### src/rtl/addsub_serial_pkg.sv
// rtl/addsub_serial_pkg.sv - shared state/select encodings and full-adder cell for addsub_serial
package addsub_serial_pkg;

   localparam logic ST_IDLE = 1'b0;
   localparam logic ST_RUN  = 1'b1;

   localparam logic SEL_ADD = 1'b0;
   localparam logic SEL_SUB = 1'b1;

   // One-bit full-adder cell; returns {carry_out, sum}.
   function automatic logic [1:0] full_add(input logic x, input logic y, input logic ci);
      return {(x & y) | (x & ci) | (y & ci), x ^ y ^ ci};
   endfunction

endpackage

### src/rtl/addsub_slice.sv
// rtl/addsub_slice.sv - combinational DIGIT-bit ripple adder built from the full-adder cell
module addsub_slice
   import addsub_serial_pkg::*;
#(
   parameter int DIGIT = 1
) (
   input  logic [DIGIT-1:0] x,
   input  logic [DIGIT-1:0] y,
   input  logic             ci,
   output logic [DIGIT-1:0] s,
   output logic             co,
   output logic             c_msb
);

   logic       c;
   logic [1:0] fa;

   // c_msb ends up as the carry entering the top bit of this digit.
   always_comb begin
      c     = ci;
      c_msb = ci;
      fa    = '0;
      s     = '0;
      for (int i = 0; i < DIGIT; i++) begin
         c_msb = c;
         fa    = full_add(x[i], y[i], c);
         s[i]  = fa[0];
         c     = fa[1];
      end
      co = c;
   end

endmodule

### src/rtl/addsub_serial.sv
// rtl/addsub_serial.sv - multi-cycle digit-serial adder/subtractor with start/busy/done handshake
module addsub_serial
   import addsub_serial_pkg::*;
#(
   parameter int WIDTH = 8,
   parameter int DIGIT = 1
) (
   input  logic             clk,
   input  logic             rst_n,
   input  logic             start,
   input  logic             sel,
   input  logic [WIDTH-1:0] a,
   input  logic [WIDTH-1:0] b,
   input  logic             cin,
   output logic             busy,
   output logic             done,
   output logic [WIDTH-1:0] sum,
   output logic             cout,
   output logic             ovf,
   output logic             zero
);

   localparam int NSTEPS = WIDTH / DIGIT;
   localparam int CW     = $clog2(NSTEPS + 1);
   localparam logic [CW-1:0] LAST = CW'(NSTEPS - 1);

   generate
      if (WIDTH % DIGIT != 0) begin : g_bad_digit
         $error("addsub_serial: WIDTH must be a multiple of DIGIT");
      end
   endgenerate

   logic             state_q, state_d;
   logic [CW-1:0]    cnt_q, cnt_d;
   logic [WIDTH-1:0] a_q, a_d;
   logic [WIDTH-1:0] b_q, b_d;
   logic [WIDTH-1:0] res_q, res_d;
   logic             carry_q, carry_d;
   logic [WIDTH-1:0] sum_q, sum_d;
   logic             cout_q, cout_d;
   logic             ovf_q, ovf_d;
   logic             zero_q, zero_d;
   logic             done_q, done_d;

   logic [DIGIT-1:0] slice_s;
   logic             slice_co;
   logic             slice_cmsb;

   addsub_slice #(.DIGIT(DIGIT)) u_slice (
      .x     (a_q[DIGIT-1:0]),
      .y     (b_q[DIGIT-1:0]),
      .ci    (carry_q),
      .s     (slice_s),
      .co    (slice_co),
      .c_msb (slice_cmsb)
   );

   always_comb begin
      state_d = state_q;
      cnt_d   = cnt_q;
      a_d     = a_q;
      b_d     = b_q;
      res_d   = res_q;
      carry_d = carry_q;
      sum_d   = sum_q;
      cout_d  = cout_q;
      ovf_d   = ovf_q;
      zero_d  = zero_q;
      done_d  = 1'b0;
      case (state_q)
         ST_IDLE: begin
            if (start) begin
               // Subtraction runs as a + ~b + ~borrow through the same adder.
               a_d     = a;
               b_d     = (sel == SEL_ADD) ? b : ~b;
               carry_d = (sel == SEL_SUB) ^ cin;
               cnt_d   = '0;
               res_d   = '0;
               state_d = ST_RUN;
            end
         end
         ST_RUN: begin
            a_d     = a_q >> DIGIT;
            b_d     = b_q >> DIGIT;
            res_d   = (res_q >> DIGIT) | (WIDTH'(slice_s) << (WIDTH - DIGIT));
            carry_d = slice_co;
            cnt_d   = cnt_q + CW'(1);
            if (cnt_q == LAST) begin
               // On the final digit the slice's top bit is the word's MSB.
               sum_d   = res_d;
               cout_d  = slice_co;
               ovf_d   = slice_co ^ slice_cmsb;
               zero_d  = (res_d == '0);
               done_d  = 1'b1;
               state_d = ST_IDLE;
            end
         end
         default: state_d = ST_IDLE;
      endcase
   end

   always_ff @(posedge clk or negedge rst_n) begin
      if (!rst_n) begin
         state_q <= ST_IDLE;
         cnt_q   <= '0;
         a_q     <= '0;
         b_q     <= '0;
         res_q   <= '0;
         carry_q <= 1'b0;
         sum_q   <= '0;
         cout_q  <= 1'b0;
         ovf_q   <= 1'b0;
         zero_q  <= 1'b1;
         done_q  <= 1'b0;
      end else begin
         state_q <= state_d;
         cnt_q   <= cnt_d;
         a_q     <= a_d;
         b_q     <= b_d;
         res_q   <= res_d;
         carry_q <= carry_d;
         sum_q   <= sum_d;
         cout_q  <= cout_d;
         ovf_q   <= ovf_d;
         zero_q  <= zero_d;
         done_q  <= done_d;
      end
   end

   assign busy = (state_q == ST_RUN);
   assign done = done_q;
   assign sum  = sum_q;
   assign cout = cout_q;
   assign ovf  = ovf_q;
   assign zero = zero_q;

endmodule
### config.mk
export PLATFORM = sky130hd
export DESIGN_NAME = addsub_serial
export DESIGN_NICKNAME = d
export VERILOG_FILES = /design/src/rtl/addsub_serial_pkg.sv /design/src/rtl/addsub_slice.sv /design/src/rtl/addsub_serial.sv
export SDC_FILE = /design/constraint.sdc
export NUM_CORES = 1
export LEC_CHECK = 0
export CAP_MARGIN = 0
export CORE_MARGIN = 2
export CORE_UTILIZATION = 51
export DETAILED_ROUTE_END_ITERATION = 8
export PLACE_DENSITY_LB_ADDON = 0.08
export SYNTH_ARGS = -nofsm -noshare
export SYNTH_HDL_FRONTEND = slang
export SYNTH_HIERARCHICAL = 1
export SYNTH_SLANG_ARGS = --single-unit
### constraint.sdc
create_clock -name clk -period 1.9 [get_ports clk]
set_clock_uncertainty 0.1 [all_clocks]
set_input_delay 0.38 -clock clk [delete_from_list [all_inputs] [get_ports clk]]
set_output_delay 0.38 -clock clk [all_outputs]
set_load 0.005 [all_outputs]
# Yosys cells after proc, flatten, opt, wreduce, memory -nomap -nowiden
# Index checks and enable logic that the tools add are counted.
dict set report op_classes {
  n_addsub 1
  reduce_logical 2
  n_eq_ne 2
  bitwise 12
  mux 16
}
# op n
set op_table {}
lappend op_table {{one-hot mux 8 bit (2 select lines)} 3}
lappend op_table {{2-to-1 mux 8 bit} 4}
lappend op_table {{zero test 8 bit} 1}
lappend op_table {{inverter 8 bit} 1}
lappend op_table {{bitwise OR 7 x 8 -> 8 bit} 1}
lappend op_table {{one-hot mux 4 bit (2 select lines)} 1}
lappend op_table {{2-to-1 mux 1 bit} 5}
lappend op_table {{adder 4 x 1 -> 4 bit, second input constant} 1}
lappend op_table {{== test 4 x 3 -> 1 bit, second input constant} 1}
lappend op_table {{2-to-1 mux 4 bit} 1}
lappend op_table {{one-hot mux 1 bit (2 select lines)} 2}
lappend op_table {{XOR 1 bit} 4}
lappend op_table {{bitwise AND 1 bit} 3}
lappend op_table {{inequality test 2 bit, second input constant} 1}
lappend op_table {{bitwise OR 1 bit} 2}
lappend op_table {{AND reduction 2 bit} 1}
lappend op_table {{inverter 1 bit} 1}
dict set report word_totals {
  ff_bits 42
  out_inout_bits 13
  inputBits 21
}

# Logic depth before layout (Yosys ltp)
# Gate-level depths: netlist of the first run.
dict set report logic_depth {
  word_depth 4
  mapped_depth 5
  mapped_depth_nobuf 4
}

# By module
# The synthesis of the first run kept the hierarchy.
# mod area_each_um2 n_inst cells_per_inst
set by_module_without_submodules {}
lappend by_module_without_submodules {addsub_serial 1844.3 1 158}
lappend by_module_without_submodules {addsub_slice 27.5 1 2}

# Worst setup path before layout of the first run
# OpenSTA, ideal clock, no wires.
dict set report synth_timing {
  path_type {reg2reg}
  from {register b_q[0]}
  to {register zero_q, in the netlist zero}
  setup_slack_ps 403
  synth_period_minus_slack_ps 1497
  required_ps 1721
  arrival_time_ps 1319
  path_stages_with_launch 5
  path_cell_list {dfrtp_1 > fa_1 > nor4_1 > nand2_1 > o21ai_0}
}
dict set report synth_between {
  elab_chain_len 4
}
# element line
set synth_lines {}
lappend synth_lines {{from (decl)} addsub_serial.sv:36} ;# logic [WIDTH-1:0] b_q, b_d;
lappend synth_lines {{from (signal assigned)} addsub_serial.sv:107} ;# b_q <= '0;
lappend synth_lines {{from (signal assigned)} addsub_serial.sv:119} ;# b_q <= b_d;
lappend synth_lines {{XOR 1 bit (2 in a row)} addsub_serial_pkg.sv:12} ;# return {(x & y) | (x & ci) | (y & ci), x ^ y ^ ci};
lappend synth_lines {{net slice_s} addsub_serial.sv:45} ;# logic [DIGIT-1:0] slice_s;
lappend synth_lines {{bitwise OR 7 x 8 -> 8 bit} addsub_serial.sv:85} ;# res_d = (res_q >> DIGIT) | (WIDTH'(slice_s) << (WIDTH - DIGIT));
lappend synth_lines {{zero test 8 bit} addsub_serial.sv:93} ;# zero_d = (res_d == '0);
lappend synth_lines {{to (signal assigned)} addsub_serial.sv:125} ;# zero_q <= zero_d;
lappend synth_lines {{to (decl)} addsub_serial.sv:42} ;# logic zero_q, zero_d;
# The timed path passes the listed nets, and every way through them passes these cells.
# A chain may end at the register's enable or synchronous reset.

# Final worst setup path of the first run
dict set report layout_timing {
  from {register zero_q, in the netlist zero}
  to {output port zero}
}
# element line
set layout_rtl {}
lappend layout_rtl {{to (decl)} addsub_serial.sv:20} ;# output logic zero
# No word-level cell between the ends.

==> results of run 1 <==
## cell type report
cell class                      instances  area, µm²  area share (%)
Timing Repair Buffer                   41        400            16.9
Multi-Input combinational cell        107        776            32.8
Clock inverter                          2       13.8           0.582
Tap cell                               48       60.1            2.54
Sequential cell                        41       1030            43.5
Clock buffer                            6       82.6            3.49
Inverter                                1       3.75           0.159
## synth_stat cells
library cell | number | area share, %
sky130_fd_sc_hd__ha_1 | 1 | 0.67
sky130_fd_sc_hd__mux2_2 | 4 | 2.4
sky130_fd_sc_hd__o21ai_0 | 23 | 6.1
sky130_fd_sc_hd__buf_6 | 1 | 0.60
sky130_fd_sc_hd__nand2b_1 | 7 | 2.3
sky130_fd_sc_hd__nand3_1 | 1 | 0.27
sky130_fd_sc_hd__xor2_1 | 9 | 4.2
sky130_fd_sc_hd__dfstp_2 | 1 | 1.4
sky130_fd_sc_hd__buf_2 | 7 | 1.9
sky130_fd_sc_hd__fa_1 | 1 | 1.1
sky130_fd_sc_hd__nor4_1 | 2 | 0.67
sky130_fd_sc_hd__dfrtp_1 | 40 | 53
sky130_fd_sc_hd__a22o_1 | 4 | 1.9
sky130_fd_sc_hd__mux2i_1 | 17 | 9.1
sky130_fd_sc_hd__nand4b_4 | 1 | 1.3
sky130_fd_sc_hd__nand2_1 | 24 | 4.8
sky130_fd_sc_hd__xnor2_1 | 3 | 1.4
sky130_fd_sc_hd__mux2_4 | 5 | 4.0
sky130_fd_sc_hd__a211oi_1 | 1 | 0.40
sky130_fd_sc_hd__nor2_1 | 4 | 0.80
sky130_fd_sc_hd__inv_1 | 1 | 0.20
sky130_fd_sc_hd__buf_4 | 2 | 0.80
sky130_fd_sc_hd__clkbuf_1 | 1 | 0.20
## state kept, by name (all words and copies together), names as in the netlist
register	flops
b_q	8
done	1
sum	8
res_q	7
cnt_q	4
carry_q	1
cout	1
busy	1
a_q	8
zero	1
ovf	1
## tightest hold or removal path: stages, from the launching register on
cell and delay [ns]:
sky130_fd_sc_hd__dfstp_2 0.37, sky130_fd_sc_hd__nand2_1 0.04, sky130_fd_sc_hd__o21ai_0 0.07
## final timing paths
check                                   start                  to  slack [ns]  cells after the start
setup / recovery             zero$_DFFE_PN1P_                zero        0.12                      1
hold / removal               zero$_DFFE_PN1P_    zero$_DFFE_PN1P_        0.38                      2
setup reg to reg           b_q[0]$_DFFE_PN0P_    zero$_DFFE_PN1P_        0.31                      4
hold reg to reg              zero$_DFFE_PN1P_    zero$_DFFE_PN1P_        0.38                      2
max in group asynchronous               rst_n  b_q[0]$_DFFE_PN0P_        0.71                      3
min in group asynchronous               rst_n      done$_DFF_PN0_        0.46                      2
## power by group
group / total (mW) / internal, mW / switching [mW]
clock: 0.586 / 0.294 / 0.292
sequential: 1.47 / 1.23 / 0.247
combinational: 1.17 / 0.675 / 0.498
## through the flow
stage,cells,setup slack (ns),util [%],total power [mW]
2_1_floorplan,160,0.403,-,2.24
3_3_place_gp,237,0.243,62.6,2.63
3_5_place_dp,237,0.200,62.6,2.68
4_1_cts,246,0.106,65.5,3.27
5_1_grt,246,0.0626,65.5,3.50
6_report,246,0.118,65.5,3.23
## metal layers
layer / vias to the layer above / global-route usage (%)
met2: 24 / 27.7
met5: - / 0
met3: 2 / 5.73
li1: 614 / -
met1: 586 / 22.5
met4: 0 / 5.59
## cells by family (layout without fill, tap and decap cells)
group / Yosys count / after routing / synth area share (%)
buffers and inverters: 12 / 50 / 3.68
adder cells (fa/ha/maj): 2 / 2 / 1.74
AO/OA/AOI/OAI: 28 / 28 / 8.42
XOR/XNOR: 12 / 12 / 5.62
flip-flops: 41 / 41 / 54.9
AND/OR/NAND/NOR: 39 / 39 / 10.2
multiplexers: 26 / 26 / 15.5
==> tab_implementation.tex, run 1 <==
\begin{tabular}{lr}
\hline
Metric & Value \\
\hline
\multicolumn{2}{l}{\textbf{Global route}} \\
Remaining global-route overflow & 0 \\
Via count of the first global-routing pass & 1,208 \\
Total track usage & 17.4\% \\
Largest net degree at the start of global routing & 34 \\
First-pass GRT wire length & 5.55 mm \\
Number of antenna violations at the first check in global routing & 0 \\
\multicolumn{2}{l}{\textbf{Critical path}} \\
Required time of the critical path & 1.42 ns \\
Highest fanout seen on the critical path & 2 \\
Crit-path slowest cell & sky130\_fd\_sc\_hd\_\_dfstp\_2 \\
Stage delay of the slowest cell on the critical path & 0.53 ns \\
Path type of the worst setup path & reg -> out \\
CP cell instances & clkdlybuf4s50\_1 \\
Top Family by Delay on Critical Path & flip-flops \\
Setup crit end kind & primary output \\
Count of buffer and inverter cells on the critical path & 1 \\
Startpoint Class & flip-flop \\
Arrival time worst endpoint & 1.30 ns \\
\multicolumn{2}{l}{\textbf{Place}} \\
Number of I/O port buffers & 33 \\
Gpl congestion & 0.732 \\
Final HPWL from detailed placement & 2.25 mm \\
Area of placed instances & 2260 µm² \\
\multicolumn{2}{l}{\textbf{Routing}} \\
Number of iterations in the first detailed-routing pass & 4 \\
Final wirelength & 3.06 mm \\
DR WL/cell & 12.4 µm \\
Met2 routed WL & 1.45 mm \\
Post-DR vias/cell & 4.98 \\
Iteration-0 DRC count of the detailed router & 57 \\
Via count & 1,226 \\
M1 WL & 1.45 mm \\
Post-detailed-route count of antenna-violating nets & 0 \\
DRC Markers & 0 \\
Met3 Routed Length & 129 µm \\
Topmost layer with routed signal wires & met4 \\
\multicolumn{2}{l}{\textbf{Pwr}} \\
Power per cell area & 1370 nW/µm² \\
Max rail drop VDD & 0.596 mV \\
Standby leakage power & 1.10 nW \\
\multicolumn{2}{l}{\textbf{Synthesis}} \\
Post-synthesis area per instance & 11.7 µm² \\
Gate Count Post-Synth & 160 \\
Number of nets in the synthesized netlist & 183 \\
Syn. warnings & 6 \\
Number of storage elements in the synthesis netlist & 41 \\
Sequential fraction of the synthesis area & 54.9\% \\
Area of the mapped netlist & 1870 µm² \\
Cell variety after synth & 23 \\
\multicolumn{2}{l}{\textbf{Layout}} \\
Most frequent cells in the layout & sky130\_fd\_sc\_hd\_\_dfrtp\_1 (40), sky130\_fd\_sc\_hd\_\_clkdlybuf4s50\_1 (32), sky130\_fd\_sc\_hd\_\_nand2\_1 (24), sky130\_fd\_sc\_hd\_\_o21ai\_0 (23), sky130\_fd\_sc\_hd\_\_mux2i\_1 (17) \\
Commonest non-fill, non-tap cell in the layout & sky130\_fd\_sc\_hd\_\_dfrtp\_1 \\
Number of filler cells placed in the layout & 304 \\
Area added between synthesis and finish & 26.3\% \\
Ratio of cells with drive above 1 in the final layout & 13.6\% \\
Number of diodes & 0 \\
Post-layout nets & 220 \\
Final design instance area without fill & 2360 µm² \\
\multicolumn{2}{l}{\textbf{Run status}} \\
Status & finished clean \\
\multicolumn{2}{l}{\textbf{STA}} \\
Relative slew slack & 71.7\% \\
Count of endpoints failing setup in the final report & 0 \\
Achievable frequency & 0.561 GHz \\
RSZ-0062 raised after global routing & no \\
Final worst hold slack & 0.382 ns \\
Slew at the pin with the worst max-slew slack & 0.425 ns \\
Final Hold Violating Endpoints & 0 \\
Shortest period the worst path allows & 1.78 ns \\
Max-slew violation count & 0 \\
Final setup TNS & 0 ns \\
Final period utilization & 93.8\% \\
\multicolumn{2}{l}{\textbf{Die}} \\
Area of the die & 4170 µm² \\
Horiz. Die Dim & 64.6 µm \\
Total number of placement rows & 22 \\
Std-Cell Core Area & 3610 µm² \\
Vertical extent of the die & 64.6 µm \\
Number of placed I/O pins & 34 \\
Initial cell density of the core & 51.9\% \\
\multicolumn{2}{l}{\textbf{Min path}} \\
Worst hold path type & reg -> reg \\
\multicolumn{2}{l}{\textbf{CTS}} \\
Count of clock tree sinks & 41 \\
Number of buffers added for setup after CTS & 0 \\
Clock transition at the register clock pins on the worst setup and hold paths after CTS & 0.08 ns \\
Clock network latency to the later pin of the worst-skew pair & 0.28 ns \\
Total of hold buffers inserted after clock tree synthesis & 1 \\
TritonCTS clock tree & built \\
Root buf cell & sky130\_fd\_sc\_hd\_\_clkbuf\_8 \\
Depth of the CTS H-tree & 2 \\
Number of buffers created by CTS & 5 \\
Longest Clk Path Bufs & 2 \\
Post-CTS Resized & 0 \\
\multicolumn{2}{l}{\textbf{Run}} \\
Max cap viols & 0 \\
\hline
\end{tabular}
No activity file was read; power rests on OpenSTA's default activity.
==> inputs of run 2 (changes only) <==
--- a/config.mk
+++ b/config.mk
@@ -10,7 +10,7 @@
 export CORE_UTILIZATION = 51
 export DETAILED_ROUTE_END_ITERATION = 8
 export PLACE_DENSITY_LB_ADDON = 0.08
+export SLEW_MARGIN = 20
 export SYNTH_ARGS = -nofsm -noshare
 export SYNTH_HDL_FRONTEND = slang
-export SYNTH_HIERARCHICAL = 1
 export SYNTH_SLANG_ARGS = --single-unit
==> run 2 against run 1 <==
Routed wire length up 7.0%. Synthesized area decreased by 2.4%. Clock power is 0.7% higher. Largest power group unchanged.
==> tab_implementation.tex, run 2 <==
\begin{tabular}{lr}
\hline
Metric & Value \\
\hline
\multicolumn{2}{l}{\textbf{Pwr}} \\
Power per cell area & 1420 nW/µm² (+3.9\%) \\
Internal power & 2.28 mW (+3.6\%) \\
Fraction of power spent switching nets & 31.4\% (-0.70 points) \\
Clock network fraction of design power & 17.8\% (-0.3 points) \\
Power Total & 3.32 mW (+2.5\%) \\
Net switching component of the power & 1.04 mW (+0.28\%) \\
Standby leakage power & 1.11 nW (+0.56\%) \\
Logic gate share of total power & 36.9\% (+0.6 points) \\
Max rail drop VDD & 0.569 mV (-4.6\%) \\
Portion of total power attributed to sequential cells & 45.3\% (-0.3 points) \\
\multicolumn{2}{l}{\textbf{Synthesis}} \\
Top post-synthesis cells by area & sky130\_fd\_sc\_hd\_\_dfrtp\_1 (55\%), sky130\_fd\_sc\_hd\_\_mux2i\_1 (9.3\%), sky130\_fd\_sc\_hd\_\_o21ai\_0 (4.9\%) \\
Share of Yosys cell area claimed by the top area cell type & 54.8\% (+1.3 points) \\
Number of storage elements in the synthesis netlist & 41 (unchanged) \\
Cell variety after synth & 24 (+4.3\%) \\
Syn. warnings & 0 (-6) \\
Main synth FF type & sky130\_fd\_sc\_hd\_\_dfrtp\_1 \\
Most instantiated cells after synthesis & sky130\_fd\_sc\_hd\_\_dfrtp\_1 (40), sky130\_fd\_sc\_hd\_\_nand2\_1 (19), sky130\_fd\_sc\_hd\_\_o21ai\_0 (18) \\
Sequential fraction of the synthesis area & 56.2\% (+1.4 points) \\
Most numerous cell in the Yosys netlist & sky130\_fd\_sc\_hd\_\_dfrtp\_1 \\
Post-synth ARST share & 100\% (unchanged) \\
Area of the mapped netlist & 1830 µm² (-2.4\%) \\
Number of nets in the synthesized netlist & 171 (-6.6\%) \\
Number of enable flip-flop cells after synthesis & 0 (unchanged) \\
Cell type contributing the most total cell area after synthesis & sky130\_fd\_sc\_hd\_\_dfrtp\_1 \\
Gate Count Post-Synth & 148 (-7.5\%) \\
Post-synthesis area per instance & 12.3 µm² (+5.5\%) \\
\multicolumn{2}{l}{\textbf{Critical path}} \\
CP cell instances & clkdlybuf4s50\_1 \\
Path type of the worst setup path & reg -> out \\
Length in cells of the worst reg-to-reg path & 4 (unchanged) \\
Cell count along the critical path & 1 (unchanged) \\
Required time of the critical path & 1.42 ns (about the same) \\
Internal reg-to-reg setup slack & 0.22 ns (-0.09 ns) \\
Crit-path slowest cell & sky130\_fd\_sc\_hd\_\_clkdlybuf4s50\_1 \\
Endpoint of the most critical setup path & busy \\
Setup crit end kind & primary output \\
Stage delay of the slowest cell on the critical path & 0.52 ns (about the same) \\
Reg-to-Reg End & zero\$\_DFFE\_PN1P\_ \\
Worst setup path startpoint & busy\$\_DFF\_PN0\_ \\
Highest fanout seen on the critical path & 2 (unchanged) \\
Startpoint Class & flip-flop \\
RR Startpoint & carry\_q\$\_DFFE\_PN0P\_ \\
Count of buffer and inverter cells on the critical path & 1 (unchanged) \\
Top Family by Delay on Critical Path & buffers and inverters \\
Arrival time worst endpoint & 1.27 ns (-0.03 ns) \\
\multicolumn{2}{l}{\textbf{Layout}} \\
Sequential cell area & 1030 µm² (unchanged) \\
Final design instance area without fill & 2330 µm² (-1.3\%) \\
Number of diodes & 0 (unchanged) \\
Ratio of cells with drive above 1 in the final layout & 13.4\% (-0.20 points) \\
Number of filler cells placed in the layout & 256 (-16\%) \\
Area added between synthesis and finish & 27.7\% \\
Post-layout nets & 208 (-5.5\%) \\
Most frequent cells in the layout & sky130\_fd\_sc\_hd\_\_dfrtp\_1 (40), sky130\_fd\_sc\_hd\_\_clkdlybuf4s50\_1 (31), sky130\_fd\_sc\_hd\_\_nand2\_1 (19), sky130\_fd\_sc\_hd\_\_o21ai\_0 (18), sky130\_fd\_sc\_hd\_\_mux2i\_1 (17) \\
Utilization after layout & 68.8\% (+3.3 points) \\
Non-Filler Instances & 232 (-5.7\%) \\
Combined area of the multi-input logic cells & 747 µm² (-3.7\%) \\
Commonest non-fill, non-tap cell in the layout & sky130\_fd\_sc\_hd\_\_dfrtp\_1 \\
\multicolumn{2}{l}{\textbf{Min path}} \\
Worst hold path type & in -> async \\
\multicolumn{2}{l}{\textbf{CTS}} \\
Root buf cell & sky130\_fd\_sc\_hd\_\_clkbuf\_4 \\
Count of clock tree sinks & 41 (unchanged) \\
Depth of the CTS H-tree & 2 (unchanged) \\
Clock transition at the register clock pins on the worst setup and hold paths after CTS & 0.12 ns (+0.04 ns) \\
Number of buffers created by CTS & 5 (unchanged) \\
Clock network latency to the later pin of the worst-skew pair & 0.35 ns (+0.07 ns) \\
Longest Clk Path Bufs & 2 (unchanged) \\
TritonCTS clock tree & built \\
\multicolumn{2}{l}{\textbf{Run status}} \\
Status & finished clean \\
\multicolumn{2}{l}{\textbf{Die}} \\
Area of the die & 4080 µm² (-2.2\%) \\
Total number of placement rows & 21 (-4.5\%) \\
Number of placed I/O pins & 34 (unchanged) \\
Vertical extent of the die & 63.9 µm (-1.1\%) \\
Std-Cell Core Area & 3390 µm² (-6.0\%) \\
Initial cell density of the core & 53.9\% (+2.0 points) \\
Horiz. Die Dim & 63.9 µm (-1.1\%) \\
\multicolumn{2}{l}{\textbf{Global route}} \\
Via count of the first global-routing pass & 1,172 (-3.0\%) \\
Largest net degree at the start of global routing & 47 (+38\%) \\
Total track usage & 17.5\% (+0.13 points) \\
Number of antenna violations at the first check in global routing & 0 (unchanged) \\
First-pass GRT wire length & 5.49 mm (-1.2\%) \\
Remaining global-route overflow & 0 (unchanged) \\
\multicolumn{2}{l}{\textbf{STA}} \\
Worst setup slack after layout & 0.146 ns (+0.0278 ns) \\
Final Hold Violating Endpoints & 0 (unchanged) \\
Final setup TNS & 0 ns (unchanged) \\
Max-slew violation count & 0 (unchanged) \\
Shortest period the worst path allows & 1.75 ns (-0.0278 ns) \\
Slew at the pin with the worst max-slew slack & 0.469 ns (+0.0441 ns) \\
Count of endpoints failing setup in the final report & 0 (unchanged) \\
RSZ-0062 raised after global routing & no \\
Relative slew slack & 68.7\% (-2.9 points) \\
Achievable frequency & 0.570 GHz (+1.6\%) \\
Final worst hold slack & 0.393 ns (+0.0112 ns) \\
Final period utilization & 92.3\% (-1.5 points) \\
\multicolumn{2}{l}{\textbf{Place}} \\
Cell Count Post-Placement & 223 (-5.9\%) \\
Area of placed instances & 2240 µm² (-0.94\%) \\
Final HPWL from detailed placement & 2.36 mm (+5.1\%) \\
Gpl congestion & 0.763 (+4.2\%) \\
Number of I/O port buffers & 33 (unchanged) \\
Pre-CTS setup slack & 0.204 ns (+0.00414 ns) \\
\multicolumn{2}{l}{\textbf{Routing}} \\
Iteration-0 DRC count of the detailed router & 46 (-19\%) \\
M1 WL & 1.39 mm (-3.8\%) \\
Met3 Routed Length & 158 µm (+22\%) \\
Via count & 1,225 (-0.082\%) \\
Post-DR vias/cell & 5.28 (+5.9\%) \\
Number of iterations in the first detailed-routing pass & 4 (unchanged) \\
DR WL/cell & 14.1 µm (+13\%) \\
Topmost layer with routed signal wires & met4 \\
DRC Markers & 0 (unchanged) \\
Final wirelength & 3.27 mm (+7.0\%) \\
Met2 routed WL & 1.68 mm (+16\%) \\
Post-detailed-route count of antenna-violating nets & 0 (unchanged) \\
\multicolumn{2}{l}{\textbf{Run}} \\
Max cap viols & 0 (unchanged) \\
\hline
\end{tabular}
==> run 2: what timing repair did <==
| item | in CTS | in global routing |
|---|---|---|
| hold buffers | 1 | 0 |
| endpoints found under the hold margin | 19 | 0 |
| resized for setup | 0 | 1 |
| endpoints found under the setup margin | 0 | 1 |
| buffers inserted | 0 | 0 |
==> run 2: per-layer routing <==
| layer | up-vias | GRT usage (%) |
|---|---|---|
| met5 | - | 0 |
| met3 | 5 | 5.81 |
| met2 | 30 | 29.4 |
| li1 | 587 | - |
| met1 | 603 | 21.5 |
| met4 | 0 | 4.89 |
==> run 2: power by group through the flow <==
stage / Combinational [mW] / Sequential (mW) / Clock, mW
4_1_cts: 1.25 / 1.51 / 0.602
3_5_place_dp: 1.24 / 1.52 / 0
6_report: 1.22 / 1.50 / 0.590
5_1_grt: 1.35 / 1.55 / 0.636
2_1_floorplan: 0.793 / 1.46 / 0
3_3_place_gp: 1.19 / 1.50 / 0
==> run 2: worst min-delay path by stage <==
stage	end	from	slack (ns)
after floorplan	a_q[0]$_DFFE_PN0P_	rst_n	-0.02
after global placement	sum[5]$_DFFE_PN0P_	rst_n	0.26
after detailed placement	sum[5]$_DFFE_PN0P_	rst_n	0.26
after CTS	sum[5]$_DFFE_PN0P_	rst_n	0.41
after global routing	zero$_DFFE_PN1P_	zero$_DFFE_PN1P_	0.41
final	sum[5]$_DFFE_PN0P_	rst_n	0.39
==> run 2: cell type report <==
cell class                 count  share of cell area, %
inverter                       1                  0.161
clock inverter                 1                   1.29
sequential                    41                   44.0
tap                           46                   2.47
clock buffer                   7                   2.36
multi-input combinational     97                   32.0
timing repair buffer          39                   17.7
==> run 2: cell families after synthesis <==
kind of cell               Yosys count  share of synthesized area, %
adders and majority gates            2                          1.78
buffers and inverters               10                          2.88
and+or+nand+nor                     29                          7.81
muxes                               26                          15.9
AOI/OAI and AO/OA                   28                          9.66
xor gates and xnor gates            12                          5.75
DFF                                 41                          56.2
